--- config.mk ---
export PLATFORM = sky130hd
export DESIGN_NAME = demux_dispatcher
export DESIGN_NICKNAME = d
export VERILOG_FILES = /design/src/rtl/demux_dispatcher_pkg.sv /design/src/rtl/dispatch_fifo.sv /design/src/rtl/demux_dispatcher.sv
export SDC_FILE = /design/constraint.sdc
export NUM_CORES = 1
export LEC_CHECK = 0
export CAP_MARGIN = 20
export CORE_UTILIZATION = 51
export DETAILED_ROUTE_END_ITERATION = 10
export PLACE_DENSITY = 0.78
export SLEW_MARGIN = 40
export SYNTH_ARGS = -nofsm -noshare
export SYNTH_HDL_FRONTEND = slang
export SYNTH_SLANG_ARGS = --single-unit
--- constraint.sdc ---
create_clock -name clock -period 1.9 [get_ports clock]
set_input_delay 0.38 -clock clock [delete_from_list [all_inputs] [get_ports clock]]
set_output_delay 0.38 -clock clock [all_outputs]
set_load 0.01 [all_outputs]
--- src/rtl/demux_dispatcher_pkg.sv ---
// Shared types and width helpers for the demux_dispatcher slice.
package demux_dispatcher_pkg;

  localparam int unsigned PAYLOAD_WIDTH = 8;

  typedef logic [PAYLOAD_WIDTH-1:0] payload_t;

  function automatic int unsigned dest_width(input int unsigned n_out);
    return (n_out > 1) ? $clog2(n_out) : 1;
  endfunction

  function automatic int unsigned count_width(input int unsigned depth);
    return $clog2(depth) + 1;
  endfunction

endpackage

--- src/rtl/dispatch_fifo.sv ---
// Single-producer/single-consumer FIFO of DEPTH entries with occupancy output.
module dispatch_fifo
  import demux_dispatcher_pkg::*;
#(
  parameter  int unsigned WIDTH = 8,
  parameter  int unsigned DEPTH = 2,
  localparam int unsigned CNT_W = count_width(DEPTH),
  localparam int unsigned PTR_W = $clog2(DEPTH)
) (
  input  logic             clock,
  input  logic             reset,
  input  logic             push_valid,
  output logic             push_ready,
  input  logic [WIDTH-1:0] push_bits,
  output logic             pop_valid,
  input  logic             pop_ready,
  output logic [WIDTH-1:0] pop_bits,
  output logic [CNT_W-1:0] count
);

  logic [WIDTH-1:0] mem_q [DEPTH];
  logic [WIDTH-1:0] mem_d [DEPTH];
  logic [PTR_W-1:0] wr_ptr_q, wr_ptr_d;
  logic [PTR_W-1:0] rd_ptr_q, rd_ptr_d;
  logic [CNT_W-1:0] count_q, count_d;
  logic             push, pop;

  // Full is judged on count alone, so a same-cycle pop never frees a slot for the push.
  always_comb begin
    push_ready = (count_q != CNT_W'(DEPTH));
    pop_valid  = (count_q != '0);
    push       = push_valid && push_ready;
    pop        = pop_valid && pop_ready;
    mem_d      = mem_q;
    wr_ptr_d   = wr_ptr_q;
    rd_ptr_d   = rd_ptr_q;
    count_d    = count_q;
    if (push) begin
      mem_d[wr_ptr_q] = push_bits;
      wr_ptr_d        = wr_ptr_q + 1'b1;
    end
    if (pop) begin
      rd_ptr_d = rd_ptr_q + 1'b1;
    end
    if (push && !pop) begin
      count_d = count_q + 1'b1;
    end else if (pop && !push) begin
      count_d = count_q - 1'b1;
    end
  end

  always_ff @(posedge clock) begin
    if (reset) begin
      wr_ptr_q <= '0;
      rd_ptr_q <= '0;
      count_q  <= '0;
    end else begin
      wr_ptr_q <= wr_ptr_d;
      rd_ptr_q <= rd_ptr_d;
      count_q  <= count_d;
    end
  end

  always_ff @(posedge clock) begin
    mem_q <= mem_d;
  end

  assign pop_bits = mem_q[rd_ptr_q];
  assign count    = count_q;

endmodule

--- src/rtl/demux_dispatcher.sv ---
// Steers one decoupled input stream to N_OUT per-port FIFOs by destination index.
// Optional same-cycle pass-through when the target FIFO is empty: DEMUX_DISPATCHER_BYPASS_EN.
module demux_dispatcher
  import demux_dispatcher_pkg::*;
#(
  parameter  int unsigned N_OUT  = 4,
  parameter  int unsigned WIDTH  = 8,
  parameter  int unsigned DEPTH  = 2,
  parameter  int unsigned DEST_W = dest_width(N_OUT),
  localparam int unsigned CNT_W  = count_width(DEPTH)
) (
  input  logic                   clock,
  input  logic                   reset,
  output logic                   io_in_ready,
  input  logic                   io_in_valid,
  input  logic [WIDTH-1:0]       io_in_bits,
  input  logic [DEST_W-1:0]      io_in_dest,
  input  logic [N_OUT-1:0]       io_out_ready,
  output logic [N_OUT-1:0]       io_out_valid,
  output logic [N_OUT*WIDTH-1:0] io_out_bits,
  output logic                   io_drop,
  output logic [N_OUT*CNT_W-1:0] io_count
);

  logic [N_OUT-1:0] dest_hit, fifo_push, fifo_ready, fifo_valid, bypass;
  logic [WIDTH-1:0] fifo_bits [N_OUT];
  logic             dest_legal;
  logic             drop_d, drop_q;

  // An out-of-range dest matches no port; such beats are always accepted and discarded.
  always_comb begin
    dest_hit = '0;
    for (int unsigned k = 0; k < N_OUT; k++) begin
      dest_hit[k] = (io_in_dest == DEST_W'(k));
    end
    dest_legal  = |dest_hit;
    io_in_ready = !dest_legal || (|(dest_hit & fifo_ready));
    bypass      = '0;
`ifdef DEMUX_DISPATCHER_BYPASS_EN
    bypass = dest_hit & ~fifo_valid & io_out_ready;
`endif
    fifo_push    = {N_OUT{io_in_valid}} & dest_hit & ~bypass;
    drop_d       = io_in_valid && !dest_legal;
    io_out_valid = fifo_valid | ({N_OUT{io_in_valid}} & bypass);
    io_out_bits  = '0;
    for (int unsigned k = 0; k < N_OUT; k++) begin
      io_out_bits[k*WIDTH +: WIDTH] = bypass[k] ? io_in_bits : fifo_bits[k];
    end
  end

  always_ff @(posedge clock) begin
    if (reset) begin
      drop_q <= '0;
    end else begin
      drop_q <= drop_d;
    end
  end

  assign io_drop = drop_q;

  for (genvar g = 0; g < N_OUT; g++) begin : g_port
    dispatch_fifo #(
      .WIDTH(WIDTH),
      .DEPTH(DEPTH)
    ) u_fifo (
      .clock     (clock),
      .reset     (reset),
      .push_valid(fifo_push[g]),
      .push_ready(fifo_ready[g]),
      .push_bits (io_in_bits),
      .pop_valid (fifo_valid[g]),
      .pop_ready (io_out_ready[g]),
      .pop_bits  (fifo_bits[g]),
      .count     (io_count[g*CNT_W +: CNT_W])
    );
  end

endmodule

**After elaboration in Yosys (flattened, before gate mapping)**

Cells that the tools add are included.

- Flip-flop bits (word level): 81
- Input port bits: 17
- Output and inout port bits: 46
- Word-level logic and storage cells: 140

- Add/sub/neg operators: 16
- $lt $le $gt $ge: 12
- Eq/ne operators: 7
- Multiplexer cells: 32
- Bitwise operators: 10
- Reductions and logical operators: 42

Operator list:

| cell | number |
|---|---|
| $mux 8 | 16 |
| $bwmux 16 | 4 |
| $demux 8 s1 | 4 |
| $logic_and 1x1->1 | 21 |
| $ge 2x2->1 const B | 8 |
| $mux 2 | 8 |
| $not 1->2 | 8 |
| $reduce_bool 2->1 | 8 |
| $logic_not 1->1 | 9 |
| $add 1x1->1 const B | 8 |
| $add 2x1->2 const B | 4 |
| $and 4x4->4 | 2 |
| $lt 2x1->1 const B | 4 |
| $ne 2x2->1 const B | 4 |
| $reduce_or 4->1 | 2 |
| $sub 2x1->2 const B | 4 |
| $eq 2x2->1 const B | 2 |
| $eq 2x1->1 const B | 1 |
| $logic_not 2->1 | 1 |
| $logic_or 1x1->1 | 1 |

**Logic depth before layout (Yosys ltp)**

Gate-level depths: netlist (run 1).

- Depth after elaboration: 7
- Depth in mapped cells: 7
- Gate-level depth less buffers: 6

**Modules after synthesis**

Synthesis (run 1) repeated with hierarchy kept, for this count alone.

- Cell total of the unflattened synthesis: 195
- Area total of the unflattened synthesis: 3,209.3 µm²

Modules (own cells, without submodules):

| module | instances | cells each | area an instance (µm²) | sequential area each (µm²) |
|---|---|---|---|---|
| dispatch_fifo | 4 | 47 | 782.0 | 560.5 |
| demux_dispatcher | 1 | 7 | 81.3 | 20.0 |

**Worst setup path after synthesis (run 1)**

Ideal clock, no wire load.

- Path type: reg2reg
- From: register g_port[1].u_fifo.count_q[0]
- To: register g_port[1].u_fifo.mem_q[10] in the netlist's numbering (enable)
- Library setup time: 373 ps
- Arrival: 1,274 ps
- Required time: 1,527 ps
- Slack: 253 ps
- Cell stages (with the launch flop): 4
- Path buffers: 0
- Period minus slack after synthesis: 1,647 ps
- Cell sequence: dfxtp_1 -> nand2b_1 -> and4b_4 -> nor2b_1

- Longest elaborated chain between the ends: 2

Ends and longest elaborated chain:

| item | RTL line | RTL |
|---|---|---|
| start: declaration | dispatch_fifo.sv:25 | `logic [CNT_W-1:0] count_q, count_d;` |
| start signal: assignment | dispatch_fifo.sv:60 | `count_q <= count_d;` |
| $ne 2x2->1 | dispatch_fifo.sv:30 | `push_ready = (count_q != CNT_W'(DEPTH));` |
| $logic_and 1x1->1 | dispatch_fifo.sv:32 | `push = push_valid && push_ready;` |
| via g_port[1].u_fifo.push | dispatch_fifo.sv:26 | `logic push, pop;` |
| end signal: assignment | dispatch_fifo.sv:65 | `mem_q <= mem_d;` |
| end: declaration | dispatch_fifo.sv:21 | `logic [WIDTH-1:0] mem_q [DEPTH];` |

The timed path passes the listed nets, and every way through them passes these cells.
A chain may end at the register's enable or synchronous reset.

**Worst setup path after layout (run 1)**

- From: register g_port[1].u_fifo.count_q[1]
- To: output port io_out_valid[1]

- Longest elaborated chain between the ends: 1

Ends and longest elaborated chain:

| item | RTL line | RTL |
|---|---|---|
| $reduce_bool 2->1 | dispatch_fifo.sv:31 | `pop_valid = (count_q != '0);` |
| end: declaration | demux_dispatcher.sv:19 | `output logic [N_OUT-1:0] io_out_valid,` |

Every way passes these cells.

==> results.py, run 1 <==
metrics = {
    "drt": {
        "wl_per_cell_um": 15.83,
        "route.detailed.drc": 0,
        "drtAntennaViolNets": 0,
        "drt_wl_total_um": 5921,
        "vias": 1927,
        "drt_iter0_drc": 91,
        "dr.pass1.iters": 4,
        "drt-vias-per-instance": 5.152,
    },
    "sta": {
        "period_share": 0.9754,
        "fin_ws_ns": 0.04668,
        "clock_skew_ns": 0.01082,
        "min_period_ns": 1.853,
        "setup_viol": 0,
        "finalHoldViolations": 0,
        "fmaxAchievable_mhz": 539.6,
        "tns_ns": 0,
        "rsz0062_at_grt": "false",
        "slew_violations": 0,
    },
    "setup_path": {
        "reg2reg_setup_slack_ns": 0.29,
        "slowest_delay_ns": 0.48,
        "r2r-start": "g_port[2].u_fifo.count[1]",
        "crit_fanout": 6,
        "path_delay_family": "buffers and inverters",
        "crit_type": "reg -> out",
        "cp_cell_sequence": "or2_2, clkdlybuf4s50_1",
        "endpoint_kind": "primary output",
        "cp.arrival_ns": 1.47,
        "r2r_cells": 5,
        "required_ns": 1.52,
        "crit_buf_inv": 1,
        "start_kind": "flop",
        "critPathSlowestCell": "clkdlybuf4s50_1",
        "rr_endpoint": "g_port[2].u_fifo.count[1]",
    },
    "global_route": {
        "antenna_found_initial": 0,
        "grt-ovfl-total": 0,
        "grtUsageMet2": 0.3223,
        "grt_use_total": 0.1917,
        "use_met1": 0.2343,
        "grtUsageMet3": 0.04556,
        "grt_max_degree": 16,
        "grt_pass1_vias": 1846,
        "busiest_layer": "met2",
        "grt_pass1_wl_um": 8963,
    },
    "clocking": {
        "cts_tree": "built",
        "cts-buffers-inserted": 9,
        "cts-root-buf": "clkbuf_8",
        "clkLatencyLatePin_ns": 0.34,
        "htreeDepth": 3,
        "cts.path.max_buffers": 2,
        "cts.sinks": 81,
        "cts_setup_buffers": 0,
        "clk_transition_reported_paths_ns": 0.08,
    },
    "layout": {
        "diodes": 0,
        "synthToLayoutAreaGrowth_pct": 34.29,
        "final_cells": 374,
        "fillCellCount": 426,
        "drive_gt1_frac": 0.3278,
        "nets": 315,
        "finalInstanceArea_um2": 4380,
    },
    "synth": {
        "syn_avg_cell_area_um2": 16.15,
        "synth_warnings": 0,
        "ys.flop_type": "edfxtp_1",
        "synthTopCellsByCount": "edfxtp_1 (64), mux2_2 (33), dfxtp_1 (17)",
        "syn_area_um2": 3262,
        "ys_ff_latch": 81,
        "synth_nets": 223,
        "synthCells": 202,
        "yosysMostFrequentCell": "edfxtp_1",
        "ys_seq_area_frac": 0.6935,
        "synth_edf_count": 64,
        "synthTopCellsByArea": "edfxtp_1 (59%), mux2_2 (11%), dfxtp_1 (10%)",
        "synthArstFlopShare": 0,
        "synth_top_area_cell": "edfxtp_1",
        "synth_top_area_frac": 0.5892,
        "yosysUniqueCellTypes": 33,
    },
    "power": {
        "cellLeakagePower_nw": 1.654,
        "power.total_w": 0.005262,
        "irDropWorstVdd_uv": 951.8,
        "power_density_nw_per_um2": 1201,
    },
    "placement": {
        "port_buffers": 62,
        "dpl_worst_slack_ns": -0.3465,
        "gp_congestion": 0.6854,
        "dp_hpwl_um": 4175,
        "dpl.cell_count": 358,
        "placed_cell_area_um2": 4232,
    },
    "floorplanning": {
        "die_h_um": 81.98,
        "dieArea_um2": 6720,
        "initial_utilization": 0.5382,
        "die_w_um": 81.98,
        "fp.coreArea_um2": 6061,
        "std_cell_rows": 28,
        "ioPinCount": 63,
    },
    "run_status": {
        "run_status": "complete, no violations",
    },
    "run": {
        "cap_viol_max_count": 0,
    },
    "hold_path": {
        "hold_end": "g_port[3].u_fifo.rd_ptr_q",
        "min_path_type": "reg -> reg",
        "min_path_cells": 2,
        "worstHoldStart": "g_port[3].u_fifo.rd_ptr_q",
    },
}
## stage by stage
| stage | utilization | hold slack, ns |
|---|---|---|
| after floorplan | - | 0.4789 |
| after global placement | 0.6982 | 0.5237 |
| after detailed placement | 0.6982 | 0.5425 |
| after CTS | 0.7205 | 0.5389 |
| after global routing | 0.7228 | 0.5582 |
| final | 0.7228 | 0.5342 |
## timing repair
action	in CTS	in global routing
gates cloned	0	0
resized for setup	42	6
hold buffers	0	0
setup endpoints to repair	35	4
## flip-flops by register name, indices dropped and copies added, names as in the netlist
name,count
io_drop,1
g_port.u_fifo.rd_ptr_q,4
g_port.u_fifo.wr_ptr_q,4
g_port.u_fifo.mem_q,64
g_port.u_fifo.count,8
## worst register-to-register path, stage by stage, from the launching register on
cell,delay [ns]
dfxtp_1,0.31
nor2b_2,0.19
nor3_1,0.27
ha_1,0.30
or3_1,0.34
a21oi_1,0.14
## logic make-up (layout without fill, tap and decap cells)
logic type	after synthesis	in the layout	share of synthesized area
XOR/XNOR	12	12	0.03222
buffers and inverters	12	109	0.02263
adder cells (fa/ha/maj)	4	4	0.01534
flip-flops	81	81	0.6935
AO/OA/AOI/OAI	19	19	0.03644
other	1	1	0.001150
multiplexers	35	35	0.1220
AND/OR/NAND/NOR	38	38	0.07671
## worst max path at each step
stage	endpoint	cells past startpoint	slack, ns	startpoint
floorplan	g_port[1].u_fifo.mem_q[10]	3	0.25	g_port[1].u_fifo.count[0]
global placement	io_in_ready	4	-0.33	io_in_dest[1]
detailed placement	io_in_ready	4	-0.35	io_in_dest[1]
CTS	io_out_valid[3]	2	0.002	g_port[3].u_fifo.count[1]
global route	io_out_valid[1]	2	0.0004	g_port[1].u_fifo.count[1]
finish	io_out_valid[1]	2	0.05	g_port[1].u_fifo.count[1]
## cell type report
class / instances / area, um^2 / share of cell area
clock buffer: 10 / 127.6 / 0.02913
inverter: 1 / 3.754 / 0.0008569
timing repair buffer: 92 / 903.4 / 0.2062
multi-input combinational: 109 / 930.9 / 0.2125
tap: 75 / 93.84 / 0.02142
clock inverter: 6 / 50.05 / 0.01143
sequential: 81 / 2271 / 0.5184
## layout by cell type (no fill, tap or decap), types with 4 or more instances in the layout
cell,synthesis,routed
edfxtp_1,64,64
dlygate4sd2_1,0,34
mux2_2,33,33
clkdlybuf4s50_1,0,25
buf_4,4,22
xor2_1,12,12
nor2_1,10,10
dfxtp_1,17,10
clkbuf_8,0,9
buf_12,0,8
o21ai_0,7,7
dfxtp_2,0,7
nor2b_1,4,4
and2_1,4,4
or2_2,4,4
or3_1,4,4
a21oi_1,4,4
ha_1,4,4
## routing by layer
metal / wire (um) / vias up
met3: 316 / 10
met5: 0 / -
met1: 2679 / 935
li1: - / 926
met4: 104 / 0
met2: 2821 / 56
## report_power, final
group          internal (W)  switching [W]
combinational       0.00111       0.000788
sequential          0.00210       0.000145
clock              0.000488       0.000625
No activity file was read; power rests on OpenSTA's default activity.
==> inputs of run 2 (changes only) <==
SETUP_SLACK_MARGIN = 0.5   (was default)
SLEW_MARGIN = 20   (was 40)
==> results.py, run 2 (same netlist as run 1, synthesis figures left out) <==
metrics = {
    "power": {
        "p_int_w": 0.004469,
        "combPwrFrac": 0.466,
        "swShare": 0.3059,
        "switching_power_w": 0.001970,
        "irDropWorstVdd_uv": 935.7,
        "power_frac_clock": 0.175,
        "seq_power_share": 0.359,
        "cellLeakagePower_nw": 2.015,
        "power_density_nw_per_um2": 1259,
    },
    "placement": {
        "port_buffers": 62,
        "dp_hpwl_um": 4267,
        "placed_cell_area_um2": 4314,
        "dpl_worst_slack_ns": -0.3378,
        "gp_congestion": 0.7302,
    },
    "drt": {
        "wl_per_cell_um": 19.15,
        "route.detailed.drc": 0,
        "drtAntennaViolNets": 0,
        "vias": 2143,
        "drt-vias-per-instance": 5.304,
        "drt_iter0_drc": 129,
        "dr.pass1.iters": 4,
        "drt_wl_total_um": 7735,
    },
    "setup_path": {
        "crit_buf_inv": 1,
        "path_delay_family": "flip-flops",
        "cp_cell_sequence": "nor2b_4, mux2_2, o21ai_1, buf_2",
        "required_ns": 1.52,
        "critPathSlowestCell": "dfxtp_4",
        "crit_fanout": 4,
        "slowest_delay_ns": 0.36,
        "start_kind": "flop",
        "cp.arrival_ns": 1.34,
        "crit_type": "reg -> out",
        "endpoint_kind": "primary output",
    },
    "floorplanning": {
        "die_w_um": 81.98,
        "ioPinCount": 63,
        "die_h_um": 81.98,
        "fp.coreArea_um2": 6061,
        "initial_utilization": 0.5382,
        "dieArea_um2": 6720,
        "std_cell_rows": 28,
    },
    "sta": {
        "fin_ws_ns": 0.1792,
        "min_period_ns": 1.721,
        "clock_skew_ns": 0.006700,
        "holdWs_ns": 0.5146,
        "slew_violations": 0,
        "period_share": 0.9057,
        "finalHoldViolations": 0,
        "fmaxAchievable_mhz": 581.1,
        "rsz0062_at_grt": "true",
        "setup_viol": 0,
    },
    "clocking": {
        "htreeDepth": 3,
        "cts_tree": "built",
        "cts-buffers-inserted": 9,
        "clkLatencyLatePin_ns": 0.34,
        "cts.path.max_buffers": 2,
        "clk_transition_reported_paths_ns": 0.08,
        "cts_hold_buf": 0,
        "cts-root-buf": "clkbuf_8",
        "cts.sinks": 81,
    },
    "layout": {
        "nets": 345,
        "largest_reg_flops": 64,
        "multi_input_comb_area_um2": 1249,
        "largest_register": "g_port.u_fifo.mem_q",
        "final_cell_mix": "edfxtp_1 (64), buf_6 (55), mux2_4 (34)",
        "finalInstanceArea_um2": 5115,
        "diodes": 0,
        "final_common_cell": "edfxtp_1",
        "register_area_um2": 2300,
        "synthToLayoutAreaGrowth_pct": 56.81,
        "drive_gt1_frac": 0.6018,
        "fillCellCount": 296,
    },
    "global_route": {
        "grt_max_degree": 16,
        "grt-ovfl-total": 0,
        "grt_pass1_wl_um": 10670,
        "antenna_found_initial": 0,
        "grt_pass1_vias": 2104,
        "grt_use_total": 0.2264,
    },
    "run": {
        "cap_viol_max_count": 0,
    },
    "hold_path": {
        "min_path_type": "reg -> reg",
    },
    "run_status": {
        "run_status": "complete, no violations",
    },
}
run 2: changes by cell type in the layout (fill, tap and decap cells not counted), sizes merged:
| cell | previous run | this run |
|---|---|---|
| clkdlybuf4s50 | 25 | 13 |
| clkdlybuf4s15 | 0 | 4 |
| dlygate4sd2 | 34 | 5 |
| dlymetal6s2s | 2 | 0 |
| buf | 31 | 96 |
| clkbuf | 10 | 14 |
run 2: final cells by class:
| type | count | area share |
|---|---|---|
| inverter | 1 | 0.0007339 |
| timing repair buffer | 122 | 0.2524 |
| sequential | 81 | 0.4496 |
| multi-input combinational | 109 | 0.2441 |
| clock buffer | 10 | 0.02495 |
| clock inverter | 6 | 0.009785 |
| tap | 75 | 0.01835 |
run 2: worst min-delay path, delay by kind of cell, from the launching register on:
kind / cells / cell delay, ns
AO/OA/AOI/OAI: 2 / 0.13
flip-flops: 1 / 0.36
run 2: path summary, 6_finish.rpt:
path | start | endpoint | slack [ns] | cells after the start
max reg2reg | g_port[2].u_fifo.count[1] | g_port[2].u_fifo.count[1] | 0.23 | 6
min | g_port[0].u_fifo.count[1] | g_port[0].u_fifo.count[1] | 0.51 | 2
min reg2reg | g_port[0].u_fifo.count[1] | g_port[0].u_fifo.count[1] | 0.51 | 2
max | g_port[2].u_fifo.count[1] | io_in_ready | 0.18 | 4
run 2: what timing repair did:
item / in CTS / in global routing
gates resized for setup: 268 / 34
setup endpoints to repair: 122 / 117
setup buffers: 23 / 7
gates cloned: 1 / 1
pin swaps: 17 / 9
run 2: routing by layer:
metal	global-route usage	share of wire	up-vias
met1	0.2690	0.41	1050
met2	0.3983	0.51	87
met5	0	0	-
met3	0.06111	0.055	15
li1	-	-	991
met4	0.06842	0.018	0
run 2: power by group through the flow:
stage	sequential (W)	clock (W)	combinational, W
after detailed placement	0.00235	0	0.00204
final	0.00231	0.00113	0.00300
after global placement	0.00234	0	0.00199
after global routing	0.00234	0.00123	0.00317
after CTS	0.00230	0.00114	0.00266
after floorplan	0.00232	0	0.00107
run 2: through the flow:
stage	util	total power (W)	TNS (ns)	instances
6_report	0.8439	0.006439	0	404
5_1_grt	0.8439	0.006743	0	404
4_1_cts	0.8117	0.006094	0	396
3_5_place_dp	0.7118	0.004389	-6.714	356
3_3_place_gp	0.7118	0.004335	-4.824	356
2_1_floorplan	-	0.003397	0	202
==> inputs of run 3 (changes only) <==
PLACE_DENSITY = default   (was 0.78)
PLACE_DENSITY_LB_ADDON = 0.25   (was default)
==> results.py, run 3 (same netlist as run 1, synthesis figures left out) <==
metrics = {
    "power": {
        "cellLeakagePower_nw": 1.988,
        "irDropWorstVdd_uv": 951.2,
        "power_density_nw_per_um2": 1273,
    },
    "placement": {
        "dp_hpwl_um": 3966,
        "placed_cell_area_um2": 4324,
        "gp_congestion": 0.6831,
        "port_buffers": 62,
        "dpl_worst_slack_ns": -0.3415,
    },
    "layout": {
        "largest_register": "g_port.u_fifo.mem_q",
        "largest_reg_flops": 64,
        "final_common_cell": "edfxtp_1",
        "synthToLayoutAreaGrowth_pct": 55.01,
        "nets": 336,
        "final_cell_mix": "edfxtp_1 (64), buf_6 (49), mux2_4 (34)",
        "drive_gt1_frac": 0.5688,
        "diodes": 0,
        "finalInstanceArea_um2": 5056,
    },
    "setup_path": {
        "start_kind": "flop",
        "crit_fanout": 4,
        "crit_type": "reg -> out",
        "required_ns": 1.52,
        "endpoint_kind": "primary output",
        "cp.arrival_ns": 1.39,
    },
    "sta": {
        "rsz0062_at_grt": "true",
        "setup_viol": 0,
        "fin_ws_ns": 0.1300,
        "min_period_ns": 1.770,
        "slew_violations": 0,
        "holdWs_ns": 0.5637,
        "clock_skew_ns": 0.01042,
        "period_share": 0.9316,
        "finalHoldViolations": 0,
        "fmaxAchievable_mhz": 565.0,
    },
    "floorplanning": {
        "std_cell_rows": 28,
        "dieArea_um2": 6720,
        "ioPinCount": 63,
        "die_w_um": 81.98,
        "die_h_um": 81.98,
        "fp.coreArea_um2": 6061,
        "initial_utilization": 0.5382,
    },
    "drt": {
        "route.detailed.drc": 0,
        "drtAntennaViolNets": 0,
        "dr.pass1.iters": 6,
        "wl_per_cell_um": 18.38,
        "drt-vias-per-instance": 5.251,
        "drt_iter0_drc": 125,
        "drt_wl_total_um": 7261,
        "vias": 2074,
    },
    "clocking": {
        "clk_transition_reported_paths_ns": 0.07,
        "cts-buffers-inserted": 9,
        "cts.sinks": 81,
        "cts_tree": "built",
        "clkLatencyLatePin_ns": 0.35,
        "cts-root-buf": "clkbuf_8",
        "cts.path.max_buffers": 2,
        "htreeDepth": 3,
    },
    "run_status": {
        "run_status": "complete, no violations",
    },
    "global_route": {
        "grt_max_degree": 19,
        "grt_use_total": 0.2268,
        "antenna_found_initial": 0,
        "grt_pass1_wl_um": 10610,
        "grt_pass1_vias": 2065,
        "grt-ovfl-total": 0,
    },
    "run": {
        "cap_viol_max_count": 0,
    },
    "hold_path": {
        "min_path_type": "reg -> reg",
    },
}
-- run 3: cell count changes in the layout (fill, tap and decap cells not counted), sizes merged --
| cell | before | now |
|---|---|---|
| clkinvlp | 2 | 0 |
| inv | 3 | 1 |
| bufinv | 0 | 1 |
| clkinv | 2 | 3 |
| buf | 96 | 88 |
| clkdlybuf4s15 | 4 | 6 |
| dlygate4sd2 | 5 | 4 |
-- run 3: path summary, 6_finish.rpt --
kind / from / endpoint / slack, ns / depth (start not counted)
worst max-delay path: g_port[2].u_fifo.rd_ptr_q / io_out_bits[16] / 0.13 / 4
worst min-delay path: g_port[0].u_fifo.count[1] / g_port[0].u_fifo.count[1] / 0.56 / 2
worst max register to register: g_port[0].u_fifo.count[1] / g_port[0].u_fifo.count[1] / 0.33 / 6
worst min register to register: g_port[0].u_fifo.count[1] / g_port[0].u_fifo.count[1] / 0.56 / 2
-- run 3: routing by layer --
metal | GRT usage | share of wire
met5 | 0 | 0
met4 | 0.07544 | 0.011
met3 | 0.06333 | 0.050
met2 | 0.3934 | 0.54
met1 | 0.2701 | 0.40
-- run 3: what timing repair did --
item / CTS / global route
hold buffers: 0 / 0
gates cloned: 1 / 0
pin swaps: 8 / 11
setup buffers: 17 / 7
gates resized for setup: 254 / 36
endpoints found under the setup margin: 122 / 99
-- run 3: layout make-up --
type	instances	area (um^2)
flip-flops and latches	81	2300
repair buffers	113	1247
multi-input cells	109	1211
fillers	317	1005
clock buffers	12	145.1
well taps	75	93.84
clock inverters	4	52.55
inverters	1	6.256
-- run 3: critical path, stage by stage (launching register included) --
cell and delay, ns:
dfxtp_4 0.37, buf_12 0.13, buf_16 0.12, mux2_4 0.30, buf_6 0.12
-- run 3: metrics by stage --
step	cells	power, W	util	TNS, ns
2_1_floorplan	202	0.003397	-	0
3_3_place_gp	354	0.004338	0.7135	-7.305
3_5_place_dp	354	0.004384	0.7135	-8.781
4_1_cts	388	0.006157	0.8086	0
5_1_grt	395	0.006727	0.8342	0
6_report	395	0.006437	0.8342	0
-- run 3: report_power, final --
part / leakage [nW] / internal (W) / total, W / switching (W)
logic: 1.16 / 0.00177 / 0.00286 / 0.00109
clock network: 0.101 / 0.000647 / 0.00124 / 0.000595
registers: 0.728 / 0.00215 / 0.00234 / 0.000188
